File: src/rtl/bcd_pkg.sv
// Shared types and constants for the four-digit BCD stopwatch.
package bcd_pkg;

  typedef enum logic [1:0] {
    S_IDLE  = 2'd0,
    S_RUN   = 2'd1,
    S_PAUSE = 2'd2
  } state_e;

  typedef logic [3:0] digit_t;

  localparam digit_t BCD_MAX   = 4'd9;
  localparam digit_t BCD_BLANK = 4'hF;

endpackage

File: src/rtl/bcd_digit.sv
// Single decade counter: counts 0..9, emits a combinational carry when
// incremented at 9 so several instances can be chained into a ripple counter.
module bcd_digit
  import bcd_pkg::*;
(
  input  logic   clk_i,
  input  logic   rst_i,
  input  logic   clr_i,
  input  logic   inc_i,
  output digit_t value_o,
  output logic   carry_o
);

  digit_t value_q;
  digit_t value_d;

  assign carry_o = inc_i && (value_q == BCD_MAX);
  assign value_o = value_q;

  // Next value: clear dominates, otherwise wrap 9 -> 0 on increment.
  always_comb begin
    value_d = value_q;
    if (clr_i) begin
      value_d = '0;
    end else if (inc_i) begin
      value_d = (value_q == BCD_MAX) ? '0 : value_q + 4'd1;
    end
  end

  // Digit register.
  always_ff @(posedge clk_i) begin
    if (rst_i) begin
      value_q <= '0;
    end else begin
      value_q <= value_d;
    end
  end

endmodule

File: src/rtl/bcd_stopwatch.sv
// Four-digit decimal stopwatch with start/stop and clear keys (active-low,
// asynchronous). Keys are synchronized, edge-detected to one-cycle press
// pulses, and drive an IDLE/RUN/PAUSE FSM. A prescaler divides CLOCK_50 down
// to the count tick. Optional macro LEADING_ZERO_BLANK_EN replaces leading
// zero digits (dig3..dig1) with 4'hF so the segment decoder blanks them.
module bcd_stopwatch
  import bcd_pkg::*;
#(
  parameter int TICK_DIV    = 5000000,
  parameter int SYNC_STAGES = 2
) (
  input  logic       CLOCK_50,
  input  logic       reset,
  input  logic       key_start_n,
  input  logic       key_clear_n,
  output logic [3:0] dig0,
  output logic [3:0] dig1,
  output logic [3:0] dig2,
  output logic [3:0] dig3,
  output logic       running,
  output logic       wrap
);

  localparam int PW = (TICK_DIV > 1) ? $clog2(TICK_DIV) : 1;
  typedef logic [PW-1:0] presc_t;
  localparam presc_t PRESC_LAST = presc_t'(TICK_DIV - 1);

  logic [SYNC_STAGES-1:0] start_sync_q;
  logic [SYNC_STAGES-1:0] clear_sync_q;
  logic                   start_prev_q;
  logic                   clear_prev_q;
  logic                   start_pulse;
  logic                   clear_pulse;

  state_e state_q;
  state_e state_d;
  presc_t presc_q;
  presc_t presc_d;
  logic   tick;
  logic   digits_clr;
  logic   wrap_q;

  digit_t     cnt [4];
  logic [4:0] carry;

  // Key synchronizers and edge-detect history; preset to released so reset never fakes a press.
  always_ff @(posedge CLOCK_50) begin
    if (reset) begin
      start_sync_q <= '1;
      clear_sync_q <= '1;
      start_prev_q <= 1'b1;
      clear_prev_q <= 1'b1;
    end else begin
      start_sync_q <= {start_sync_q[SYNC_STAGES-2:0], key_start_n};
      clear_sync_q <= {clear_sync_q[SYNC_STAGES-2:0], key_clear_n};
      start_prev_q <= start_sync_q[SYNC_STAGES-1];
      clear_prev_q <= clear_sync_q[SYNC_STAGES-1];
    end
  end

  assign start_pulse = start_prev_q & ~start_sync_q[SYNC_STAGES-1];
  assign clear_pulse = clear_prev_q & ~clear_sync_q[SYNC_STAGES-1];

  // FSM state register.
  always_ff @(posedge CLOCK_50) begin
    if (reset) begin
      state_q <= S_IDLE;
    end else begin
      state_q <= state_d;
    end
  end

  // FSM next state; in PAUSE clear outranks start, elsewhere clear is ignored.
  always_comb begin
    state_d = state_q;
    case (state_q)
      S_IDLE:  if (start_pulse) state_d = S_RUN;
      S_RUN:   if (start_pulse) state_d = S_PAUSE;
      S_PAUSE: begin
        if (clear_pulse)      state_d = S_IDLE;
        else if (start_pulse) state_d = S_RUN;
      end
      default: state_d = S_IDLE;
    endcase
  end

  // FSM outputs: running follows the registered state directly.
  always_comb begin
    running    = (state_q == S_RUN);
    digits_clr = (state_q == S_PAUSE) && clear_pulse;
  end

  assign tick = (state_q == S_RUN) && (presc_q == PRESC_LAST);

  // Prescaler next value: counts in RUN, holds in PAUSE, zero elsewhere or on clear.
  always_comb begin
    presc_d = presc_q;
    case (state_q)
      S_RUN:   presc_d = tick ? '0 : presc_q + presc_t'(1);
      S_PAUSE: if (clear_pulse) presc_d = '0;
      default: presc_d = '0;
    endcase
  end

  // Prescaler register.
  always_ff @(posedge CLOCK_50) begin
    if (reset) begin
      presc_q <= '0;
    end else begin
      presc_q <= presc_d;
    end
  end

  assign carry[0] = tick;

  for (genvar g = 0; g < 4; g++) begin : g_dig
    bcd_digit u_dig (
      .clk_i   (CLOCK_50),
      .rst_i   (reset),
      .clr_i   (digits_clr),
      .inc_i   (carry[g]),
      .value_o (cnt[g]),
      .carry_o (carry[g+1])
    );
  end

  // Wrap pulse lines up with the cycle the display first shows 0000.
  always_ff @(posedge CLOCK_50) begin
    if (reset) begin
      wrap_q <= 1'b0;
    end else begin
      wrap_q <= carry[4];
    end
  end

  assign wrap = wrap_q;

  // Display mux straight off the registered digit counters.
  always_comb begin
    dig0 = cnt[0];
`ifdef LEADING_ZERO_BLANK_EN
    dig3 = (cnt[3] == 4'd0) ? BCD_BLANK : cnt[3];
    dig2 = ((cnt[3] == 4'd0) && (cnt[2] == 4'd0)) ? BCD_BLANK : cnt[2];
    dig1 = ((cnt[3] == 4'd0) && (cnt[2] == 4'd0) && (cnt[1] == 4'd0)) ? BCD_BLANK : cnt[1];
`else
    dig3 = cnt[3];
    dig2 = cnt[2];
    dig1 = cnt[1];
`endif
  end

endmodule

File: config.mk
export PLATFORM = sky130hd
export DESIGN_NAME = bcd_stopwatch
export DESIGN_NICKNAME = d
export VERILOG_FILES = /design/src/rtl/bcd_pkg.sv /design/src/rtl/bcd_digit.sv /design/src/rtl/bcd_stopwatch.sv
export SDC_FILE = /design/constraint.sdc
export NUM_CORES = 1
export LEC_CHECK = 0
export CORE_MARGIN = 2
export CORE_UTILIZATION = 56
export CTS_CLUSTER_DIAMETER = 200
export DETAILED_ROUTE_END_ITERATION = 16
export GPL_TIMING_DRIVEN = 0
export PLACE_DENSITY = 0.79
export SLEW_MARGIN = 15
export SYNTH_ARGS = -nofsm -noshare
export SYNTH_HDL_FRONTEND = slang
export SYNTH_HIERARCHICAL = 1
export SYNTH_SLANG_ARGS = --single-unit
File: constraint.sdc
create_clock -name CLOCK_50 -period 5 [get_ports CLOCK_50]
set_input_delay 0.5 -clock CLOCK_50 [delete_from_list [all_inputs] [get_ports CLOCK_50]]
set_output_delay 0.5 -clock CLOCK_50 [all_outputs]
set_load 0.01 [all_outputs]
=== Yosys cells after proc, flatten, opt, wreduce, memory -nomap -nowiden ===
Index checks and enable logic that the tools add are counted.

* Word-level logic and storage cells: 48
* Output and inout bits: 18
* Register bits: 48
* Input port bits: 4

* Eq/ne operators: 9
* Reduce and logical (&&, ||, !) cells: 8
* Bitwise logic cells: 4
* $add $sub $neg: 5
* Multiplexer cells: 11

{| class="wikitable"
|+ Operators with widths
! operator !! number
|-
| 2-to-1 mux 23 bit || 2
|-
| case mux 23 bit (2 select lines) || 1
|-
| adder 23 x 1 -> 23 bit (second input constant) || 1
|-
| equality test 23 bit (second input constant) || 1
|-
| adder 4 x 1 -> 4 bit (second input constant) || 4
|-
| equality test 4 bit (second input constant) || 4
|-
| 2-to-1 mux 4 bit || 4
|-
| logical AND 1 bit || 6
|-
| 2-to-1 mux 2 bit || 3
|-
| case mux 2 bit (3 select lines) || 1
|-
| AND 1 bit || 2
|-
| equality test 2 x 1 -> 1 bit (second input constant) || 1
|-
| equality test 2 bit (second input constant) || 1
|-
| logical NOT 2 bit || 1
|-
| != test 2 x 1 -> 1 bit (second input constant) || 1
|-
| != test 2 bit (second input constant) || 1
|-
| inverter 1 bit || 2
|-
| OR reduction 2 bit || 1
|}

=== Longest topological paths before layout ===
* Word-level depth: 6
* Mapped depth: 13
* Depth with buffers taken out: 13

=== Cells and area by module ===
The synthesis kept the hierarchy.

{| class="wikitable"
|+ By module, submodules not included
! module !! seq. area each (um2) !! instances !! area each (um2) !! cells an instance
|-
| bcd_stopwatch || 640.6 || 1 || 1532.7 || 184
|-
| bcd_digit || 80.1 || 4 || 188.9 || 20
|}

=== Worst setup path before layout ===
OpenSTA, ideal clock, no wires.

* Path type: reg-to-reg
* Start: register presc_q[12]
* End: register g_dig[3].u_dig.value_q[1]
* Library setup time: 0.080 ns
* Path slack: 1.291 ns
* Arrival time: 3.628 ns
* Data required time: 4.920 ns
* Stages on the path, launching flop included: 14
* Path buffers: 1
* Clock period less this slack: 3.709 ns
* Path through: dfxtp_1 buf_6 or4_4 nor4_4 and3_1 nand2_2 nor3b_1 nand2_2 nor3b_1 nand2_2 nor3b_1 nand2_2 or3_1 a211oi_2

* Word-level cells in the longest chain between the ends: 5

{| class="wikitable"
|+ Ends and longest elaborated chain
! element !! line !! source
|-
| start: declaration || bcd_stopwatch.sv:37 || <nowiki>presc_t presc_q;</nowiki>
|-
| start signal: assignment || bcd_stopwatch.sv:110 || <nowiki>presc_q <= presc_d;</nowiki>
|-
| equality test 23 bit || bcd_stopwatch.sv:93 || <nowiki>assign tick = (state_q == S_RUN) && (presc_q == PRESC_LAST);</nowiki>
|-
| logical AND 1 bit || bcd_stopwatch.sv:93 ||
|-
| named net carry[0] || bcd_stopwatch.sv:44 || <nowiki>logic [4:0] carry;</nowiki>
|-
| logical AND 1 bit || bcd_digit.sv:17 || <nowiki>assign carry_o = inc_i && (value_q == BCD_MAX);</nowiki>
|-
| named net carry[1] || bcd_stopwatch.sv:44 ||
|-
| logical AND 1 bit || bcd_digit.sv:17 ||
|-
| named net carry[2] || bcd_stopwatch.sv:44 ||
|-
| logical AND 1 bit || bcd_digit.sv:17 ||
|-
| named net carry[3] || bcd_stopwatch.sv:44 ||
|-
| end signal: assignment || bcd_digit.sv:35 || <nowiki>value_q <= value_d;</nowiki>
|-
| end: declaration || bcd_digit.sv:14 || <nowiki>digit_t value_q;</nowiki>
|}

The timed path passes the listed nets, and every way through them passes these cells.
A chain may end at the register's enable or synchronous reset.

=== Worst setup path after layout ===
* Start: register presc_q[20]
* End: register g_dig[3].u_dig.value_q[1]

The elaborated chain is that of the path after synthesis.

==> out/qor.csv <==
stage;metric;value;unit
routing;Detail Route Antenna Nets;0;
grt;vias in the first global route;1764;
place;routability cong.;0.890;
sta;setup_tns;0;ns
die;Top-Level Pins;22;
place;placed inst area;0.00257;mm2
routing;DRT Pass-1 Iters;4;
sta;Setup violations, final;0;
pwr;VDD IR max;184;uV
die;DIE AREA;0.00461;mm2
synth;Avg Inst Size Synth;8.67;um2
pwr;static leakage;0.856;nW
critical_path;cell mode on critical path;nand2_2;
layout;fin nets;298;
synth;synth warn;6;
synth;synthesized netlist cell count;264;
die;Initial Util;57.6;%
critical_path;r2r worst-path depth;12;
die;Site Rows;23;
grt;grt total ovfl;0;
grt;All-Layer GR Usage;22.3;%
die;die height;67.9;um
critical_path;Critical Path AT;4.46;ns
synth;area leader, netlist;dfxtp_1;
critical_path;Crit-path slowest cell;or4b_1;
grt;GR Layer Usage met3;4.93;%
routing;routed vias/inst;6.01;
run;max_cap viols;0;
critical_path;crit path kind;register to register;
pwr;power per cell area;236;mW/mm2
worst_hold_path;Hold Path Cell Cnt;1;
routing;# DRC;0;
sta;Slew @ Worst Pin;0.863;ns
critical_path;CP Cell Sequence;or4b_1 -> nor4_4 -> and3_1 -> nand2_2 -> nor3b_1 -> nand2_2 -> nor3b_1 -> nand2_2 -> nor3b_1 -> nand2_2 -> or3_1 -> a211oi_2;
sta;Max Slew Vio Count;0;
sta;Setup Skew;0.00978;ns
synth;post-synthesis net count;269;
routing;DRT Wirelength;4720;um
sta;Tcrit/Tclk final;84.9;%
layout;Antenna diodes;0;
clock_tree;CTS Hold Bufs;0;
layout;Final Cell Area;0.00265;mm2
critical_path;critical path's largest stage delay;0.58;ns
critical_path;R2R Setup Slk;0.75;ns
synth;top-area cell type share of the netlist area;42.0;%
sta;final hold vios;0;
synth;ys async rst share;0;%
grt;grt met2 use;34.7;%
clock_tree;# H-tree levels;2;
sta;Fmax achieved;0.236;GHz
sta;RSZ-0062 raised after global routing;false;
synth;Post-synth EDFFs;0;
outcome;outcome;completed;
layout;layout cell share with drive strength beyond 1;10.9;%
place;Detail Placement HPWL;3300;um
clock_tree;CTS clk-pin slew, worst paths;0.09;ns
clock_tree;Max Root-Sink Buffers;2;
clock_tree;latest clock arrival within the worst-skew pair;0.30;ns
worst_hold_path;Hold EP;start_sync_q[1]$_SDFF_PP1_;
grt;M1 GR Usage;30.6;%
die;die width;67.9;um
critical_path;Critical R2R Launch;presc_q[20]$_SDFFE_PP0P_;
routing;vias;2060;
synth;Yosys reg bits;48;
layout;fill cell count;343;
clock_tree;root buf cell;clkbuf_8;
worst_hold_path;Hold Crit Start;start_sync_q[0]$_SDFF_PP1_;
routing;DRT iter0 DRCs;138;
synth;Synth area leaders;dfxtp_1, a31oi_1, nand3_1;
critical_path;Critical Path Sink Type;register;
critical_path;R2R Path End;g_dig[3].u_dig/value_o[1]$_SDFFE_PP0P_;
critical_path;CP required;5.21;ns
routing;routed len/inst;13.8;um
synth;Syn Std Cell Area;0.00229;mm2
die;Core Area;0.00397;mm2
sta;WHS;0.419;ns
clock_tree;CTS resizes;0;
grt;antenna violations before repair;0;
place;I/O Buffers;21;
clock_tree;Sinks on Clock Net;48;
sta;relative slew slack;42.0;%
worst_hold_path;Hold WC Path Type;register to register;
synth;post-synthesis sequential area ratio;42.0;%
grt;largest net degree at the start of global routing;18;
sta;fin crit period;4.25;ns
grt;first-pass GRT wire length;7880;um
clock_tree;CTS tree;done;
synth;top_reg_cell synth;dfxtp_1;
critical_path;Crit Path Max Fanout;6;
layout;area grow syn2layout;15.9;%
clock_tree;CTS buffer count;5;
clock_tree;post-CTS setup buffers;0;
pwr;Final Total Pwr;0.000625;W
critical_path;Startpoint Class;register;
grt;Top Usage Layer GRT;met2;
synth;post-synth cell types;41;
cells in the final DEF, fill, tap and decap left out, types with 6 or more instances in the layout:
cell type,instances
a21oi_1,12
a31oi_1,14
and3_1,7
clkdlybuf4s50_1,21
dfxtp_1,48
nand2_1,20
nand3_1,17
nand4_1,6
nor2_1,14
nor2b_1,10
nor3_1,13
o21ai_0,16
or2_2,8
xnor2_1,6
flip-flops by register name, summed over array words and instances (netlist names):
signal	cells
clear_prev_q	1
presc_q	23
wrap	1
start_sync_q	2
start_prev_q	1
g_dig.u_dig/value_o	16
clear_sync_q	2
state_q	2
cells in the mapped netlist (all sizes together), types with 2 or more instances:
cell type / n
a211oi: 10
a21oi: 12
a31oi: 14
a41oi: 4
and3: 7
and4b: 4
buf: 5
clkbuf: 4
dfxtp: 48
inv: 5
nand2: 24
nand2b: 5
nand3: 17
nand4: 6
nor2: 14
nor2b: 10
nor3: 13
nor3b: 5
nor4: 4
o21ai: 16
or2: 8
or2b: 2
or3: 5
xnor2: 6
xor2: 5
power breakdown:
group	internal (W)	switching (W)	leakage, nW	total [W]
Clock	0.0000953	0.000122	0.0410	0.000217
Sequential	0.000385	0.00000171	0.388	0.000386
Combinational	0.00000855	0.0000128	0.427	0.0000213
metal layers:
layer,vias up,share of wire (%)
met4,0,1.3
met5,-,0
met1,977,47
met2,50,47
li1,1027,-
met3,6,4.4
kinds of logic (layout without fill, tap and decap cells):
logic type / Yosys count / in the layout / synth area share, %
AO/OA/AOI/OAI: 62 / 62 / 18.1
XOR/XNOR: 11 / 11 / 4.21
adder cells (fa/ha/maj): 1 / 1 / 0.547
buffers and inverters: 14 / 43 / 3.06
flip-flops: 48 / 48 / 42.0
multiplexers: 1 / 1 / 0.437
AND/OR/NAND/NOR: 127 / 127 / 31.7
layout make-up:
cell class                 instances  area (um2)  share of cell area [%]
timing repair buffer              22         218                    8.21
inverter                           5        18.8                   0.708
sequential                        48         961                    36.2
multi-input combinational        202        1260                    47.6
clock buffer                       6        72.6                    2.74
clock inverter                     1        5.00                   0.189
buffer                             9        51.3                    1.93
tap                               50        62.6                    2.36
through the flow:
| stage | setup slack (ns) | util (%) | cells |
|---|---|---|---|
| after floorplan | 1.29 | - | 264 |
| after global placement | 0.812 | 64.5 | 335 |
| final | 0.754 | 66.8 | 343 |
| after global routing | 0.276 | 66.8 | 343 |
| after CTS | 0.755 | 66.8 | 343 |
| after detailed placement | 0.802 | 64.8 | 336 |
worst max-delay path, delay by kind of cell, from the launching register on:
kind	cells	cell delay [ns]
AO/OA/AOI/OAI	1	0.17
flip-flops	1	0.37
AND/OR/NAND/NOR	11	3.61
worst max path at each step:
stage               cells past startpoint                     start                                     end
global placement                       12  presc_q[20]$_SDFFE_PP0P_  g_dig[3].u_dig/value_o[1]$_SDFFE_PP0P_
floorplan                              13  presc_q[12]$_SDFFE_PP0P_  g_dig[3].u_dig/value_o[1]$_SDFFE_PP0P_
global route                           13   presc_q[0]$_SDFFE_PP0P_  g_dig[3].u_dig/value_o[1]$_SDFFE_PP0P_
detailed placement                     12  presc_q[20]$_SDFFE_PP0P_  g_dig[3].u_dig/value_o[1]$_SDFFE_PP0P_
CTS                                    12  presc_q[20]$_SDFFE_PP0P_  g_dig[3].u_dig/value_o[1]$_SDFFE_PP0P_
finish                                 12  presc_q[20]$_SDFFE_PP0P_  g_dig[3].u_dig/value_o[1]$_SDFFE_PP0P_
Note: power is estimated with default switching activity, not from simulation.
==> edit 1 (config.mk and constraints unchanged) <==
The parameter `TICK_DIV` goes from 5000000 to 2500000.
--- a/src/rtl/bcd_stopwatch.sv
+++ b/src/rtl/bcd_stopwatch.sv
@@ -6,7 +6,7 @@
 module bcd_stopwatch
   import bcd_pkg::*;
 #(
-  parameter int TICK_DIV    = 5000000,
+  parameter int TICK_DIV    = 2500000,
   parameter int SYNC_STAGES = 2
 ) (
   input  logic       CLOCK_50,
Formal check against the unedited RTL: same outputs for any inputs over 10 cycles, from zero or initial values and one cycle with reset high; that may be too few to reach the edited logic, so the function may still have changed.
==> edit 1 against the unedited design <==
Count of clock-buffer cells in the layout is 1 lower. Routed wire length is 7.9% higher. Synthesized cell count is 1.1% higher. Sequential cell count is 1 lower. Final cell count is 0.87% higher. Clock power is 33% higher. Worst setup slack worse by 0.014 ns. Synthesized area is 2.6% higher. Total power is 10% higher. Design area is 3.4% higher. Combinational power is 3% higher. Critical endpoint unchanged.
==> edit 1: results <==
group,metric,value,unit
placement,place_congestion,0.963,
drt,drt_iter0_markers,159,
clocking,cts_resized,0,
cells_and_area,num_antenna_cells,0,
clocking,cts-root-buf,"clkbuf_8",
drt,first_pass_iters,4,
placement,place_area,2620,um2
yosys,postSynth.asyncResetShare,0,
power_and_ir_drop,ir_drop,0.153,mV
placement,post-dp-hpwl,3.44,mm
setup_path,slowest_stage,"dfxtp_1",
outcome,status,"finished clean",
cells_and_area,top_register,"presc_q",
setup_path,cpPeakStageDelay,0.50,ns
setup_path,worst-path-max-fanout,8,
setup_path,critical_path.top_delay_family,"simple AND/OR/NAND/NOR gates",
drt,wl_per_cell,14.7,um
cells_and_area,fin_nets,300,
global_route,grt_use_total,0.232,
yosys,ys_types,50,
timing,fin_worst_skew,0.0111,ns
yosys,synth.area.top_cells,"dfxtp_1, nand3_1, nor2b_1, o21ai_0, a211oi_2",
cells_and_area,drive_gt1_frac,0.111,
clocking,cts_max_level,2,
yosys,synth_common_cells,"dfxtp_1, nand3_1, nor2_1",
yosys,synthCells,267,
setup_path,cp.arrival,4.48,ns
cells_and_area,largest_reg_flops,22,
drt,dr_total_vias,2096,
hold_path,hp-class,"flip-flop to flip-flop",
global_route,antenna_found_initial,0,
global_route,grt_pass1_wl,8.28,mm
cells_and_area,fillers,339,
global_route,grt_max_degree,25,
clocking,cts.clk_slew.worst_paths,0.10,ns
setup_path,reg2reg_depth,14,
timing,slew_headroom,0.384,
power_and_ir_drop,p_leak,0.000922,uW
placement,dpl.cell_count,338,
yosys,ys.warnings.count,6,
yosys,synth-seq-area-share,0.401,
cells_and_area,stdcell_count,346,
clocking,cts_setup_buffers,0,
global_route,first_global_vias,1852,
==> edit 1: kinds of logic (layout without fill, tap and decap cells) <==
kind of cell             Yosys count  count (layout)  share of synthesized area
AND/OR/NAND/NOR                  138             138                      0.355
AO/OA/AOI/OAI                     54              54                      0.158
flip-flops                        47              47                      0.401
buffers and inverters             14              43                     0.0309
XOR/XNOR                          11              11                     0.0410
multiplexers                       2               2                    0.00852
adder cells (fa/ha/maj)            1               1                    0.00533
==> edit 1: worst paths after layout <==
| check | startpoint | to | slack, ns |
|---|---|---|---|
| min reg2reg | clear_sync_q[0] | clear_sync_q[1] | 0.42 |
| min | clear_sync_q[0] | clear_sync_q[1] | 0.42 |
| max reg2reg | presc_q[13] | g_dig[3].u_dig/value_o[1] | 0.74 |
| max | presc_q[13] | g_dig[3].u_dig/value_o[1] | 0.74 |
==> edit 1: routing by layer <==
layer,track usage,share of wire
met1,0.319,0.49
met2,0.345,0.45
met3,0.0536,0.040
met4,0.105,0.027
met5,0,0
==> edit 1: where the power goes <==
group          switching [uW]  internal [uW]  total (uW)
Sequential               1.41            377         378
Combinational            13.2           8.81        22.0
Clock                     137            152         289
Total                     152            537         689
==> edit 1: final cells by class <==
cell class | count | share of cell area
timing repair buffer | 21 | 0.0767
clock inverter | 3 | 0.0174
clock buffer | 5 | 0.0251
buffer | 11 | 0.0224
multi-input combinational | 206 | 0.488
tap | 50 | 0.0228
sequential | 47 | 0.343
inverter | 3 | 0.00411
==> edit 1: worst register-to-register path: stages (launching register included) <==
cell and delay, ns:
dfxtp_1 0.50, nor4bb_1 0.31, nand4b_1 0.12, nor4_1 0.27
nand3_1 0.11, nor2_1 0.32, nand2_2 0.12, nor3b_1 0.47
nand2_2 0.14, nor3b_1 0.48, nand2_2 0.13, nor3b_1 0.49
nand2_2 0.13, or3_1 0.39, a211oi_2 0.17
==> edit 1: metrics by stage <==
stage          utilization  setup WS, ns  hold WS, ns
5_1_grt              0.680         0.315        0.436
4_1_cts              0.680         0.754        0.423
2_1_floorplan            -          1.41        0.389
6_report             0.680         0.740        0.420
3_3_place_gp         0.651         0.815        0.392
3_5_place_dp         0.651         0.763        0.400
==> edit 2 (config.mk and constraints unchanged) <==
Made on the original files. Reset style: asynchronous (`reset` and `rst_i`), changed in 5 clocked blocks.
--- a/src/rtl/bcd_digit.sv
+++ b/src/rtl/bcd_digit.sv
@@ -28,7 +28,7 @@
   end
 
   // Digit register.
-  always_ff @(posedge clk_i) begin
+  always_ff @(posedge clk_i or posedge rst_i) begin
     if (rst_i) begin
       value_q <= '0;
     end else begin
--- a/src/rtl/bcd_stopwatch.sv
+++ b/src/rtl/bcd_stopwatch.sv
@@ -44,7 +44,7 @@
   logic [4:0] carry;
 
   // Key synchronizers and edge-detect history; preset to released so reset never fakes a press.
-  always_ff @(posedge CLOCK_50) begin
+  always_ff @(posedge CLOCK_50 or posedge reset) begin
     if (reset) begin
       start_sync_q <= '1;
       clear_sync_q <= '1;
@@ -62,7 +62,7 @@
   assign clear_pulse = clear_prev_q & ~clear_sync_q[SYNC_STAGES-1];
 
   // FSM state register.
-  always_ff @(posedge CLOCK_50) begin
+  always_ff @(posedge CLOCK_50 or posedge reset) begin
     if (reset) begin
       state_q <= S_IDLE;
     end else begin
@@ -103,7 +103,7 @@
   end
 
   // Prescaler register.
-  always_ff @(posedge CLOCK_50) begin
+  always_ff @(posedge CLOCK_50 or posedge reset) begin
     if (reset) begin
       presc_q <= '0;
     end else begin
@@ -125,7 +125,7 @@
   end
 
   // Wrap pulse lines up with the cycle the display first shows 0000.
-  always_ff @(posedge CLOCK_50) begin
+  always_ff @(posedge CLOCK_50 or posedge reset) begin
     if (reset) begin
       wrap_q <= 1'b0;
     end else begin
Check against the original RTL: differs if reset is asserted again (counterexample within 4 cycles, from zero or initial values and one cycle with reset high); with reset held inactive, the same outputs for 10 cycles.
==> edit 2 against the unedited design <==
Highest routed layer unchanged. Fmax up 21%. Via count down 0.15%. Die area up 13%. Sequential cell count unchanged. Design area up 12%. Worst hold slack worse by 0.060 ns. Worst setup slack better by 0.75 ns. Synthesized area up 14%. Largest cell class unchanged. Routed wire length up 7.1%.
Power is not compared: it rests on default switching activity, and its combinational part moved more than twofold at a synthesized area within 25%.
==> edit 2: results <==
group,metric,value,unit
power_and_ir_drop,ir_drop,0.173,mV
placement,dpl.cell_count,344,
hold_path,hp-class,"flip-flop to flip-flop",
yosys,avgSynthCellArea,9.63,um2
placement,post-dp-hpwl,3.67,mm
global_route,first_global_vias,1887,
global_route,met3_usage,0.0403,
yosys,synth.area.top_cells,"dfrtp_1, dfstp_2, nand2_1, ha_1, nand3b_1",
outcome,status,"finished clean",
yosys,synth_fp_nets,284,
drt,drt-vias-per-instance,5.84,
timing,fin_worst_skew,0.00738,ns
clocking,clock_path_buffers,2,
cells_and_area,top_register,"presc_q",
placement,place_congestion,0.846,
timing,slew_headroom,0.483,
drt,totalWireLength,5.05,mm
yosys,yosys.area_share.adder,0.0431,
yosys,ys_types,43,
yosys,synth-xor-area-share,0.0369,
drt,wl_per_cell,14.4,um
power_and_ir_drop,combPwrFrac,0.139,
placement,io_buffers,21,
cells_and_area,num_antenna_cells,0,
yosys,postSynth.asyncResetShare,1.00,
clocking,holdBufCountCts,0,
setup_path,worst-path-max-fanout,10,
yosys,synth_compound_area_frac,0.152,
global_route,grt_max_degree,33,
global_route,grt_use_total,0.212,
yosys,synth_common_cells,"dfrtp_1, nand2_1, nor2_1",
drt,met3WireLength,227,um
yosys,synth-seq-area-share,0.463,
drt,wl_met2,2.26,mm
global_route,antenna_found_initial,0,
setup_path,cp.arrival,3.73,ns
clocking,cts_setup_buffers,0,
drt,drt_iter0_markers,124,
placement,place_area,2890,um2
drt,first_pass_iters,4,
clocking,clk_latency,0.30,ns
clocking,cts.clk_slew.worst_paths,0.09,ns
yosys,synth_mux_area_frac,0,
clocking,cts_max_level,2,
global_route,grt_pass1_wl,8.80,mm
drt,wl_met1,2.50,mm
cells_and_area,largest_reg_flops,23,
global_route,met2_usage,0.319,
placement,pre_cts_ws,1.51,ns
clocking,cts-root-buf,"clkbuf_8",
clocking,cts_resized,0,
power_and_ir_drop,p_int,554,uW
cells_and_area,drive_gt1_frac,0.117,
power_and_ir_drop,power_density,255,nW/um2
cells_and_area,fin_nets,312,
global_route,global_route.usage.met1,0.313,
-- edit 2: changes by cell type in the layout (fill, tap and decap cells not counted), sizes merged, moves of 8 or more --
| cell | unedited run | this run |
|---|---|---|
| nand2 | 24 | 42 |
| or2 | 8 | 0 |
| a31oi | 14 | 2 |
| a211oi | 10 | 0 |
| inv | 5 | 16 |
| nand3b | 0 | 13 |
| ha | 1 | 9 |
| nor3 | 13 | 5 |
| nor2b | 10 | 1 |
| dfrtp | 0 | 42 |
| dfxtp | 48 | 0 |
| nor2 | 14 | 25 |
-- edit 2: cell type report --
class	instances	area, um2
inverter	16	60.1
buffer	4	23.8
tap	52	65.1
multi-input combinational	203	1320
clock buffer	7	86.3
sequential	48	1210
timing repair buffer	21	210
clock inverter	1	7.51
fill	365	1430
-- edit 2: worst paths after layout --
path	startpoint	to	slack (ns)	cells past startpoint
worst max-delay path	state_q[1]	g_dig[3].u_dig/value_o[2]	1.50	14
worst min-delay path	clear_sync_q[0]	clear_sync_q[1]	0.36	0
worst max register to register	state_q[1]	g_dig[3].u_dig/value_o[2]	1.50	14
worst min register to register	clear_sync_q[0]	clear_sync_q[1]	0.36	0
max in group asynchronous	reset	presc_q[20]	3.83	2
min in group asynchronous	reset	g_dig[1].u_dig/value_o[3]	0.53	2
-- edit 2: critical path, stage by stage, from the launching register on --
cell	delay [ns]
dfrtp_1	0.39
nand2b_1	0.16
clkbuf_1	0.22
nor4_1	0.30
nand2_1	0.08
nor2_1	0.34
inv_1	0.13
nor2_1	0.37
inv_1	0.13
nor2_1	0.35
inv_1	0.13
nor2_1	0.34
nand2_2	0.09
a211o_1	0.29
a21oi_2	0.12
